**src/rtl/fsm_seq_ctrl_if.sv**
```systemverilog
// Memory port of the sequencer: level request with write qualifier, one-cycle
// acknowledge from the memory side.

interface fsm_seq_ctrl_if;
    logic mem_req;
    logic mem_we;
    logic mem_ack;

    // Sequencer side: issues requests, receives acknowledge.
    modport master (
        output mem_req,
        output mem_we,
        input  mem_ack
    );

    // Memory side: observes requests, returns acknowledge.
    modport slave (
        input  mem_req,
        input  mem_we,
        output mem_ack
    );
endinterface

```
**src/rtl/fsm_seq_ctrl.sv**
```systemverilog
// Control sequencer for the FSM processor datapath.
//
//   state  | code | meaning
//   -------+------+--------------------------------------------------
//   IDLE   |  0   | after reset, waits for start
//   FETCH  |  1   | instruction read request, waits for mem_ack
//   DECODE |  2   | one cycle, opcode from IR is latched and dispatched
//   EXEC   |  3   | operand read for LOAD/ADD, waits for mem_ack
//   WRITE  |  4   | accumulator store for STORE, waits for mem_ack
//   HALT   |  5   | stopped by stop request or memory timeout
//   6, 7   |  -   | illegal, recover to IDLE on the next cycle
//
// Memory-state waits are bounded by TIMEOUT (1..15); an expired wait halts
// the processor and sets the sticky err flag until the next start.

module fsm_seq_ctrl #(
    parameter int unsigned TIMEOUT = 12
) (
    input  logic                  clk,
    input  logic                  rst,
    input  logic                  start,
    input  logic                  stop,
    input  logic [1:0]            opcode,
    input  logic                  cmp,
    fsm_seq_ctrl_if.master        mem,
    output logic                  ir_load,
    output logic                  pc_inc,
    output logic                  pc_load,
    output logic                  acc_load,
    output logic                  alu_add,
    output logic                  busy,
    output logic                  err,
    output logic [2:0]            state,
    output logic [3:0]            count
);

    localparam logic [2:0] S_IDLE   = 3'd0;
    localparam logic [2:0] S_FETCH  = 3'd1;
    localparam logic [2:0] S_DECODE = 3'd2;
    localparam logic [2:0] S_EXEC   = 3'd3;
    localparam logic [2:0] S_WRITE  = 3'd4;
    localparam logic [2:0] S_HALT   = 3'd5;

    localparam logic [1:0] OP_LOAD  = 2'b00;
    localparam logic [1:0] OP_ADD   = 2'b01;
    localparam logic [1:0] OP_JMPC  = 2'b10;

    localparam logic [3:0] TIMEOUT_CNT = 4'(TIMEOUT);
    localparam logic [3:0] COUNT_MAX   = 4'hF;

    logic [2:0] state_q;
    logic [2:0] state_d;
    logic [3:0] count_q;
    logic       err_q;
    logic       err_d;
    logic       stop_pend_q;
    logic [1:0] opc_q;

    logic       timed_out;
    logic       running;
    logic       state_change;
    logic [2:0] boundary_state;

    assign timed_out    = (count_q == TIMEOUT_CNT);
    assign running      = (state_q != S_IDLE) && (state_q != S_HALT);
    assign state_change = (state_d != state_q);

    // A stop seen in the boundary cycle itself halts just like a pending one.
    assign boundary_state = (stop_pend_q || stop) ? S_HALT : S_FETCH;

    // Next-state, error flag and one-cycle datapath strobes.
    always_comb begin
        state_d  = state_q;
        err_d    = err_q;
        ir_load  = 1'b0;
        pc_inc   = 1'b0;
        pc_load  = 1'b0;
        acc_load = 1'b0;
        alu_add  = 1'b0;

        case (state_q)
            S_IDLE, S_HALT: begin
                if (start) begin
                    state_d = S_FETCH;
                    err_d   = 1'b0;
                end
            end

            S_FETCH: begin
                // An ack arriving on the timeout cycle still completes.
                if (mem.mem_ack) begin
                    ir_load = 1'b1;
                    pc_inc  = 1'b1;
                    state_d = S_DECODE;
                end else if (timed_out) begin
                    state_d = S_HALT;
                    err_d   = 1'b1;
                end
            end

            S_DECODE: begin
                case (opcode)
                    OP_LOAD, OP_ADD: state_d = S_EXEC;
                    OP_JMPC: begin
                        pc_load = cmp;
                        state_d = boundary_state;
                    end
                    default: state_d = S_WRITE;
                endcase
            end

            S_EXEC: begin
                // alu_add follows the opcode captured in DECODE, not the live IR.
                if (mem.mem_ack) begin
                    acc_load = 1'b1;
                    alu_add  = (opc_q == OP_ADD);
                    state_d  = boundary_state;
                end else if (timed_out) begin
                    state_d = S_HALT;
                    err_d   = 1'b1;
                end
            end

            S_WRITE: begin
                if (mem.mem_ack) begin
                    state_d = boundary_state;
                end else if (timed_out) begin
                    state_d = S_HALT;
                    err_d   = 1'b1;
                end
            end

            default: state_d = S_IDLE;
        endcase

        // Keep the datapath untouched while the sequencer is being reset.
        if (rst) begin
            ir_load  = 1'b0;
            pc_inc   = 1'b0;
            pc_load  = 1'b0;
            acc_load = 1'b0;
            alu_add  = 1'b0;
        end
    end

    // State register and sticky error flag.
    always_ff @(posedge clk) begin
        if (rst) begin
            state_q <= S_IDLE;
            err_q   <= 1'b0;
        end else begin
            state_q <= state_d;
            err_q   <= err_d;
        end
    end

    // Per-state step counter: restarts on every transition, saturates at 15.
    always_ff @(posedge clk) begin
        if (rst) begin
            count_q <= 4'd0;
        end else if (state_change) begin
            count_q <= 4'd0;
        end else if (count_q != COUNT_MAX) begin
            count_q <= count_q + 4'd1;
        end
    end

    // Pending stop request, consumed when the processor reaches IDLE or HALT.
    always_ff @(posedge clk) begin
        if (rst) begin
            stop_pend_q <= 1'b0;
        end else if ((state_d == S_HALT) || (state_d == S_IDLE)) begin
            stop_pend_q <= 1'b0;
        end else if (stop && running) begin
            stop_pend_q <= 1'b1;
        end
    end

    // Opcode capture for use in EXEC.
    always_ff @(posedge clk) begin
        if (rst) begin
            opc_q <= OP_LOAD;
        end else if (state_q == S_DECODE) begin
            opc_q <= opcode;
        end
    end

    assign mem.mem_req = (state_q == S_FETCH) || (state_q == S_EXEC) || (state_q == S_WRITE);
    assign mem.mem_we  = (state_q == S_WRITE);
    assign busy        = running;
    assign err         = err_q;
    assign state       = state_q;
    assign count       = count_q;

endmodule

```
**src/flat_wrapper.sv**
```systemverilog
// flat-port wrapper written by rule: the top's interface ports become plain ports
module fsm_seq_ctrl_flat 
#(
    parameter int unsigned TIMEOUT = 12
)
  (clk, rst, start, stop, opcode, cmp, ir_load, pc_inc, pc_load, acc_load, alu_add, busy, err, state, count, mem_mem_req, mem_mem_we, mem_mem_ack);
  fsm_seq_ctrl_if mem_i ();
  input  logic clk;
  input  logic rst;
  input  logic start;
  input  logic stop;
  input  logic [1:0] opcode;
  input  logic cmp;
  output logic ir_load;
  output logic pc_inc;
  output logic pc_load;
  output logic acc_load;
  output logic alu_add;
  output logic busy;
  output logic err;
  output logic [2:0] state;
  output logic [3:0] count;
  output wire logic [$bits(mem_i.mem_req)-1:0] mem_mem_req;
  output wire logic [$bits(mem_i.mem_we)-1:0] mem_mem_we;
  input wire logic [$bits(mem_i.mem_ack)-1:0] mem_mem_ack;
  assign mem_mem_req = mem_i.mem_req;
  assign mem_mem_we = mem_i.mem_we;
  assign mem_i.mem_ack = mem_mem_ack;
  fsm_seq_ctrl #(.TIMEOUT(TIMEOUT)) u_core (.clk(clk), .rst(rst), .start(start), .stop(stop), .opcode(opcode), .cmp(cmp), .mem(mem_i), .ir_load(ir_load), .pc_inc(pc_inc), .pc_load(pc_load), .acc_load(acc_load), .alu_add(alu_add), .busy(busy), .err(err), .state(state), .count(count));
endmodule
```
**config.mk**
```make
export PLATFORM = sky130hd
export DESIGN_NAME = fsm_seq_ctrl_flat
export DESIGN_NICKNAME = d
export VERILOG_FILES = /design/src/rtl/fsm_seq_ctrl_if.sv /design/src/rtl/fsm_seq_ctrl.sv /design/src/flat_wrapper.sv
export SDC_FILE = /design/constraint.sdc
export NUM_CORES = 1
export LEC_CHECK = 0
export BUFFER_PORTS_ARGS = -buffer_cell sky130_fd_sc_hd__buf_4
export CAP_MARGIN = 30
export CELL_PAD_IN_SITES_DETAIL_PLACEMENT = 0
export CELL_PAD_IN_SITES_GLOBAL_PLACEMENT = 1
export CORE_ASPECT_RATIO = 1.2
export CORE_UTILIZATION = 34
export CTS_BUF_LIST = sky130_fd_sc_hd__clkbuf_2 sky130_fd_sc_hd__clkbuf_4 sky130_fd_sc_hd__clkbuf_8
export DETAILED_ROUTE_END_ITERATION = 10
export PLACE_DENSITY_LB_ADDON = 0.3
export SYNTH_ARGS = -nofsm -noshare
export SYNTH_HDL_FRONTEND = slang
export SYNTH_SLANG_ARGS = --single-unit
```
**constraint.sdc**
```tcl
create_clock -name clk -period 1.9 [get_ports clk]
set_input_delay 0.095 -clock clk [delete_from_list [all_inputs] [get_ports clk]]
set_output_delay 0.095 -clock clk [all_outputs]
set_load 0.01 [all_outputs]
```
==> summary.txt, run 1 <==
Run status
  • Status: complete, no violations

Setup path
  • R2R depth: 5
  • R2R Path Start: u_core.state[0]
  • Worst setup SP type: flip-flop
  • Critical path origin: u_core.state[0]
  • Critical Path End Type: flip-flop
  • Capturing point of the worst reg2reg path: u_core.stop_pend_q
  • Reg2reg setup slack: 0.09 ns
  • Data arrival, critical path: 2.00 ns
  • Max Fanout on Critical Path: 12
  • Setup CP Type: flip-flop to flip-flop
  • Worst endpoint required time: 2.09 ns
  • CP Capture Point: u_core.stop_pend_q

Power
  • Maximum vdd drop: 0.450 mV
  • Standby leakage power: 0.476 nW
  • Combinational group share of total power: 37.3%
  • Pwr/cell area: 636 mW/mm^2
  • Total net switching power: 0.229 mW
  • Switching Fraction: 32.2%
  • Sequential share of power: 37.8%
  • Clock share of power: 24.9%
  • Pint: 0.482 mW

Floorplan
  • Die footprint: 0.00252 mm^2
  • Die height: 54.8 um
  • Die Wd: 46.0 um
  • Starting density of the core: 37.3%
  • Core area: 0.00212 mm^2
  • FP Rows: 18
  • Ports: 24

Place
  • Post-place instance area: 0.00107 mm^2
  • Port buffer count: 23
  • Dpl hpwl: 1580 um
  • GPL Wtd Cong: 0.834

Timing
  • Final setup violation count: 0
  • Fmax: 553 MHz
  • Total Neg Setup Slack: 0 ns
  • Tightest Pin Transition: 0.311 ns
  • Relative slew margins: 79.2%
  • Endpoints failing hold: 0
  • RSZ-0062 raised after global routing: false
  • Final Critical Period: 1.81 ns
  • Slew Limit Fails: 0
  • Clock skew: 0.00542 ns
  • Crit share post-route: 95.3%

Global route
  • Tot GR Track Use: 18.3%
  • First-pass GRT wire length: 3260 um
  • Largest net degree at the start of global routing: 13
  • Initial antenna violation count: 0
  • Vias in the first global route: 768
  • Overflow after GRT: 0

Layout
  • Diodes inserted: 0
  • Final Instance Area: 0.00112 mm^2
  • Leading cell type in the layout, fill and taps excluded: buf_4
  • Share of layout cells above drive strength 1: 38.3%
  • Commonest cells after routing, fill and taps aside: buf_4 (37), nor2_1 (9), dfxtp_1 (8), nand2_1 (7)
  • Area grow syn2layout: 41.4%
  • Final net count: 144

Run
  • Max cap viols: 0

CTS
  • H-tree levels: 1
  • CTS Sinks: 11
  • Post-CTS Setup Bufs: 0
  • Clock slew at reported path FFs: 0.08 ns
  • Hold_buf cts: 0
  • Later-pin clock latency in the skew report: 0.27 ns
  • Inserted Clock Buffers: 3
  • CTS Buffer Depth: 2
  • CTS tree: built
  • Root Buffer: clkbuf_4

Synthesis
  • Synth warnings: 0
  • Post-Synthesis Cells: 99
  • Seq/Total Area, Yosys: 27.9%
  • Syn nets: 109
  • Average size of a mapped cell: 7.97 um^2
  • Netlist cell types: 43
  • Post-Syn Area: 790 um^2
  • #FFs+latches synth: 11

Route
  • Post-route ant nets: 0
  • DR iter-0 viols: 12
  • DRC: 0
  • Vias: 867
  • Via/cell ratio: 5.32
  • Routed WL: 2080 um
  • WL/cell: 12.8 um
  • Initial DRT Pass Iterations: 4

Hold path
  • HP Class: primary input to flip-flop
## registers in the layout, summed over array words and instances (netlist names)
register and count:
u_core.count 4, u_core.state 3, u_core.opc_q 2, u_core.err 1, u_core.stop_pend_q 1
## worst min-delay path by stage
stage,cells past startpoint,to,from,slack (ns)
finish,2,u_core.opc_q[0],rst,0.08
global route,2,u_core.opc_q[0],rst,0.08
CTS,2,u_core.stop_pend_q,rst,0.08
detailed placement,2,u_core.stop_pend_q,rst,0.37
global placement,2,u_core.stop_pend_q,rst,0.36
floorplan,2,u_core.opc_q[0],opcode[0],0.23
## power by group through the flow
stage / sequential, mW / combinational (mW) / clock, mW
after floorplan: 0.274 / 0.139 / 0
after global placement: 0.271 / 0.259 / 0
after detailed placement: 0.272 / 0.260 / 0
after CTS: 0.267 / 0.262 / 0.179
after global routing: 0.271 / 0.291 / 0.196
final: 0.269 / 0.265 / 0.177
## layout make-up
type                            count  area [um^2]
Clock buffer                        4         30.0
Fill cell                         234         1000
Inverter                            6         22.5
Multi-Input combinational cell     75          524
Sequential cell                    11          224
Tap cell                           30         37.5
Timing Repair Buffer               37          278
## repair_timing
action / CTS / global route
resized for setup: 0 / 6
endpoints found under the setup margin: 0 / 6
hold endpoints to repair: 0 / 0
## critical path: stages, from the launching register on
cell and delay [ns]:
dfxtp_2 0.39, or3b_4 0.42, a221o_1 0.36, and3_4 0.20
xor2_1 0.17, a211oi_2 0.20
## cell usage after synthesis, drive strengths merged
| cell | count | area [um^2] |
|---|---|---|
| a211oi | 3 | 27.5 |
| a21boi | 1 | 7.51 |
| a21oi | 6 | 30.0 |
| a221o | 1 | 10.0 |
| a2bb2oi | 1 | 8.76 |
| a311oi | 1 | 8.76 |
| a31o | 1 | 8.76 |
| a31oi | 4 | 25.0 |
| a41oi | 1 | 8.76 |
| and3 | 1 | 11.3 |
| and3b | 1 | 8.76 |
| and4 | 1 | 8.76 |
| buf | 3 | 23.8 |
| clkbuf | 4 | 15.0 |
| dfxtp | 11 | 220 |
| ha | 2 | 25.0 |
| inv | 6 | 22.5 |
| mux2i | 1 | 10.0 |
| nand2 | 7 | 26.3 |
| nand2b | 3 | 18.8 |
| nand3 | 5 | 25.0 |
| nand4b | 1 | 8.76 |
| nand4bb | 1 | 11.3 |
| nor2 | 9 | 33.8 |
| nor2b | 1 | 6.26 |
| nor3 | 4 | 20.0 |
| nor3b | 2 | 15.0 |
| nor4b | 1 | 8.76 |
| nor4bb | 1 | 10.0 |
| o211ai | 1 | 7.51 |
| o21ai | 3 | 18.8 |
| o21bai | 1 | 7.51 |
| o31ai | 2 | 15.0 |
| or3 | 1 | 6.26 |
| or3b | 1 | 11.3 |
| or4b | 1 | 10.0 |
| or4bb | 2 | 22.5 |
| xnor2 | 2 | 17.5 |
| xor2 | 1 | 8.76 |
## per-stage QoR
| stage | power, mW | utilization [%] | hold WS [ns] | instances | setup slack, ns |
|---|---|---|---|---|---|
| 6_report | 0.710 | 52.7 | 0.0833 | 163 | 0.0902 |
| 5_1_grt | 0.758 | 52.7 | 0.0768 | 163 | 0.0101 |
| 4_1_cts | 0.708 | 51.8 | 0.0836 | 163 | 0.0161 |
| 3_5_place_dp | 0.531 | 50.4 | 0.369 | 159 | 0.0365 |
| 3_3_place_gp | 0.530 | 50.4 | 0.357 | 159 | 0.0931 |
| 2_1_floorplan | 0.413 | - | 0.231 | 99 | 0.0909 |
## kinds of logic after synthesis
logic type / count (synthesis) / synth area share [%]
compound gates: 26 / 23.3
xor+xnor: 3 / 3.33
mux: 1 / 1.27
fa+ha+maj: 2 / 3.17
buf+inv: 13 / 7.76
flops: 11 / 27.9
simple gates: 43 / 33.3
## metal layers
metal,part of all wire (%),GRT usage (%),vias up
met4,0.91,7.35,0
met2,52,34.0,23
met1,42,19.5,409
met5,0,0,-
met3,5.5,3.96,2
li1,-,-,433
No activity file was read; power rests on OpenSTA's default activity.
==> run 2: changes to the inputs <==
--- a/config.mk
+++ b/config.mk
@@ -5,12 +5,13 @@
 export SDC_FILE = /design/constraint.sdc
 export NUM_CORES = 1
 export LEC_CHECK = 0
+export ABC_AREA = 1
 export BUFFER_PORTS_ARGS = -buffer_cell sky130_fd_sc_hd__buf_4
 export CAP_MARGIN = 30
 export CELL_PAD_IN_SITES_DETAIL_PLACEMENT = 0
 export CELL_PAD_IN_SITES_GLOBAL_PLACEMENT = 1
 export CORE_ASPECT_RATIO = 1.2
-export CORE_UTILIZATION = 34
+export CORE_UTILIZATION = 32
 export CTS_BUF_LIST = sky130_fd_sc_hd__clkbuf_2 sky130_fd_sc_hd__clkbuf_4 sky130_fd_sc_hd__clkbuf_8
 export DETAILED_ROUTE_END_ITERATION = 10
 export PLACE_DENSITY_LB_ADDON = 0.3
==> summary.txt, run 2 <==
Synthesis
  • Seq/Total Area, Yosys: 27.8%
  • Ranking of synthesized cells by area: dfxtp_1 (28%), nand2_1 (13%), a21oi_1 (6.3%)
  • Syn nets: 131
  • Synth warnings: 0
  • Count leader, synth: nand2_1
  • Top FF cell, synth: dfxtp_1
  • #FFs+latches synth: 11
  • Post-Syn Area: 793 um^2
  • Async S/R FF share, synth: 0%
  • Leading area contributor after synthesis: dfxtp_1
  • Post-Synthesis Cells: 121
  • Top post-synthesis cells by count: nand2_1 (27), inv_1 (13), dfxtp_1 (11), nor2_1 (11), a21oi_1 (10)
  • Synth top area share: 27.8%
  • Netlist cell types: 25
  • Post-synth EDFFs: 0
  • Average size of a mapped cell: 6.56 um^2

Floorplan
  • Die height: 56.5 um
  • Die footprint: 0.00268 mm^2
  • Starting density of the core: 34.4%
  • FP Rows: 19
  • Core area: 0.00231 mm^2
  • Ports: 24
  • Die Wd: 47.5 um

Setup path
  • Critical Path End Type: output pin
  • R2R depth: 8
  • Reg2reg setup slack: 0.34 ns
  • Capturing point of the worst reg2reg path: u_core.count[0]
  • Worst endpoint required time: 1.80 ns
  • R2R Path Start: u_core.state[1]
  • Data arrival, critical path: 1.65 ns
  • Max Fanout on Critical Path: 4
  • Worst setup SP type: flip-flop
  • Setup CP Type: flip-flop to output pin

Route
  • Routed length on met2: 997 um
  • DR iter-0 viols: 12
  • Initial DRT Pass Iterations: 4
  • Wire length on met1: 734 um
  • Vias: 850
  • WL/cell: 10.4 um
  • Routed WL: 1840 um
  • Via/cell ratio: 4.80
  • DRC: 0
  • Metal3 WL: 86 um
  • Post-route ant nets: 0
  • Highest metal used: met4

Global route
  • Overflow after GRT: 0
  • Largest net degree at the start of global routing: 10
  • Vias in the first global route: 811
  • First-pass GRT wire length: 3100 um
  • Tot GR Track Use: 15.8%
  • Initial antenna violation count: 0

Timing
  • Clock skew: 0.00522 ns
  • Relative slew margins: 83.3%
  • Worst setup slack after layout: 0.155 ns
  • Total Neg Setup Slack: 0 ns
  • Tightest Pin Transition: 0.248 ns
  • Crit share post-route: 91.9%
  • RSZ-0062 raised after global routing: false
  • Slew Limit Fails: 0
  • Fmax: 573 MHz
  • Endpoints failing hold: 0
  • Final Critical Period: 1.75 ns
  • Final setup violation count: 0

Layout
  • Leading cell type in the layout, fill and taps excluded: nand2_1
  • Fin util: 44.2%
  • Share of layout cells above drive strength 1: 34.9%
  • Area grow syn2layout: 28.5%
  • Diodes inserted: 0
  • Final net count: 157
  • Filler Cells Inserted: 244
  • Commonest cells after routing, fill and taps aside: nand2_1 (27), buf_4 (24), inv_1 (13), nor2_1 (10), a21oi_1 (10)
  • Final Instance Area: 0.00102 mm^2
  • Max FFs per register: 4

Place
  • GPL Wtd Cong: 0.896
  • Dpl hpwl: 1540 um
  • Dpl ws: 0.267 ns
  • Port buffer count: 23
  • Post-place instance area: 982 um^2

Power
  • Total power: 0.721 mW
  • Maximum vdd drop: 0.504 mV
  • Standby leakage power: 0.511 nW
  • Pwr/cell area: 707 mW/mm^2

Hold path
  • Cell depth of the worst hold path: 2
  • HP Class: primary input to flip-flop
  • Hold Path End: u_core.state[0]
  • Beginning of the worst hold path: rst

Run
  • Max cap viols: 0

CTS
  • Clock slew at reported path FFs: 0.07 ns
  • Inserted Clock Buffers: 3
  • Root Buffer: clkbuf_4
  • Hold_buf cts: 0
  • CTS Buffer Depth: 2
  • CTS Sinks: 11
  • Post-CTS Setup Bufs: 0
  • CTS tree: built
  • Later-pin clock latency in the skew report: 0.26 ns
  • H-tree levels: 1

Run status
  • Status: complete, no violations
-- run 2: cell count changes in the layout (fill, tap and decap cells not counted), sizes merged, moves of 4 or more --
| cell | delta |
|---|---|
| a21oi | +4 |
| inv | +10 |
| a31oi | -4 |
| nand2 | +28 |
| nor2 | +5 |
| nand3 | +6 |
| buf | -13 |
-- run 2: per-layer routing --
layer	track usage, %	up-vias
met5	0	-
met4	5.31	0
met1	17.5	374
li1	-	441
met3	4.82	4
met2	27.0	31
-- run 2: cell type report --
| type | count | area (um^2) | share of cell area (%) |
|---|---|---|---|
| repair buffers | 24 | 180 | 17.7 |
| clock buffers | 4 | 30.0 | 2.94 |
| flip-flops and latches | 11 | 225 | 22.1 |
| multi-input cells | 91 | 480 | 47.1 |
| inverters | 16 | 65.1 | 6.38 |
| well taps | 31 | 38.8 | 3.80 |
-- run 2: how the worst max path moves through the flow --
stage,startpoint,end,slack (ns),cells after the start
after floorplan,u_core.count[0],pc_inc,0.30,10
after CTS,u_core.count[0],pc_inc,0.03,10
after global routing,u_core.count[0],pc_inc,0.007,10
final,u_core.count[0],pc_inc,0.15,10
after detailed placement,u_core.state[2],pc_inc,0.27,9
after global placement,u_core.state[2],u_core.stop_pend_q,0.25,9
-- run 2: per-stage QoR --
stage                     cells  hold slack (ns)
after floorplan             121            0.164
after global placement      173            0.325
after detailed placement    173            0.320
after CTS                   177           0.0336
after global routing        177           0.0406
final                       177           0.0543
-- run 2: cell families (layout without fill, tap and decap cells) --
family | after synthesis | after routing | synth area share [%]
and+or+nand+nor | 72 | 72 | 45.6
buffers and inverters | 19 | 44 | 12.0
AOI/OAI and AO/OA | 16 | 16 | 10.4
xor gates and xnor gates | 1 | 1 | 1.10
adders and majority gates | 2 | 2 | 3.15
DFF | 11 | 11 | 27.8
-- run 2: report_power, final --
group	leakage (nW)	switching [mW]	internal (mW)
Combinational	0.402	0.154	0.115
Sequential	0.0911	0.0273	0.257
Clock	0.0184	0.0728	0.0954
-- run 2: repair_timing --
action | 4_1_cts | 5_1_grt
resized for setup | 1 | 4
endpoints found under the hold margin | 0 | 0
endpoints found under the setup margin | 2 | 2
-- run 2: critical path: stages, from the launching register on --
cell     delay [ns]
dfxtp_2        0.35
inv_1          0.07
ha_1           0.19
nand3_1        0.12
nor2_1         0.06
nor2_2         0.11
nand2_1        0.07
nand2_2        0.09
nand2_1        0.09
nor2_2         0.11
buf_4          0.13
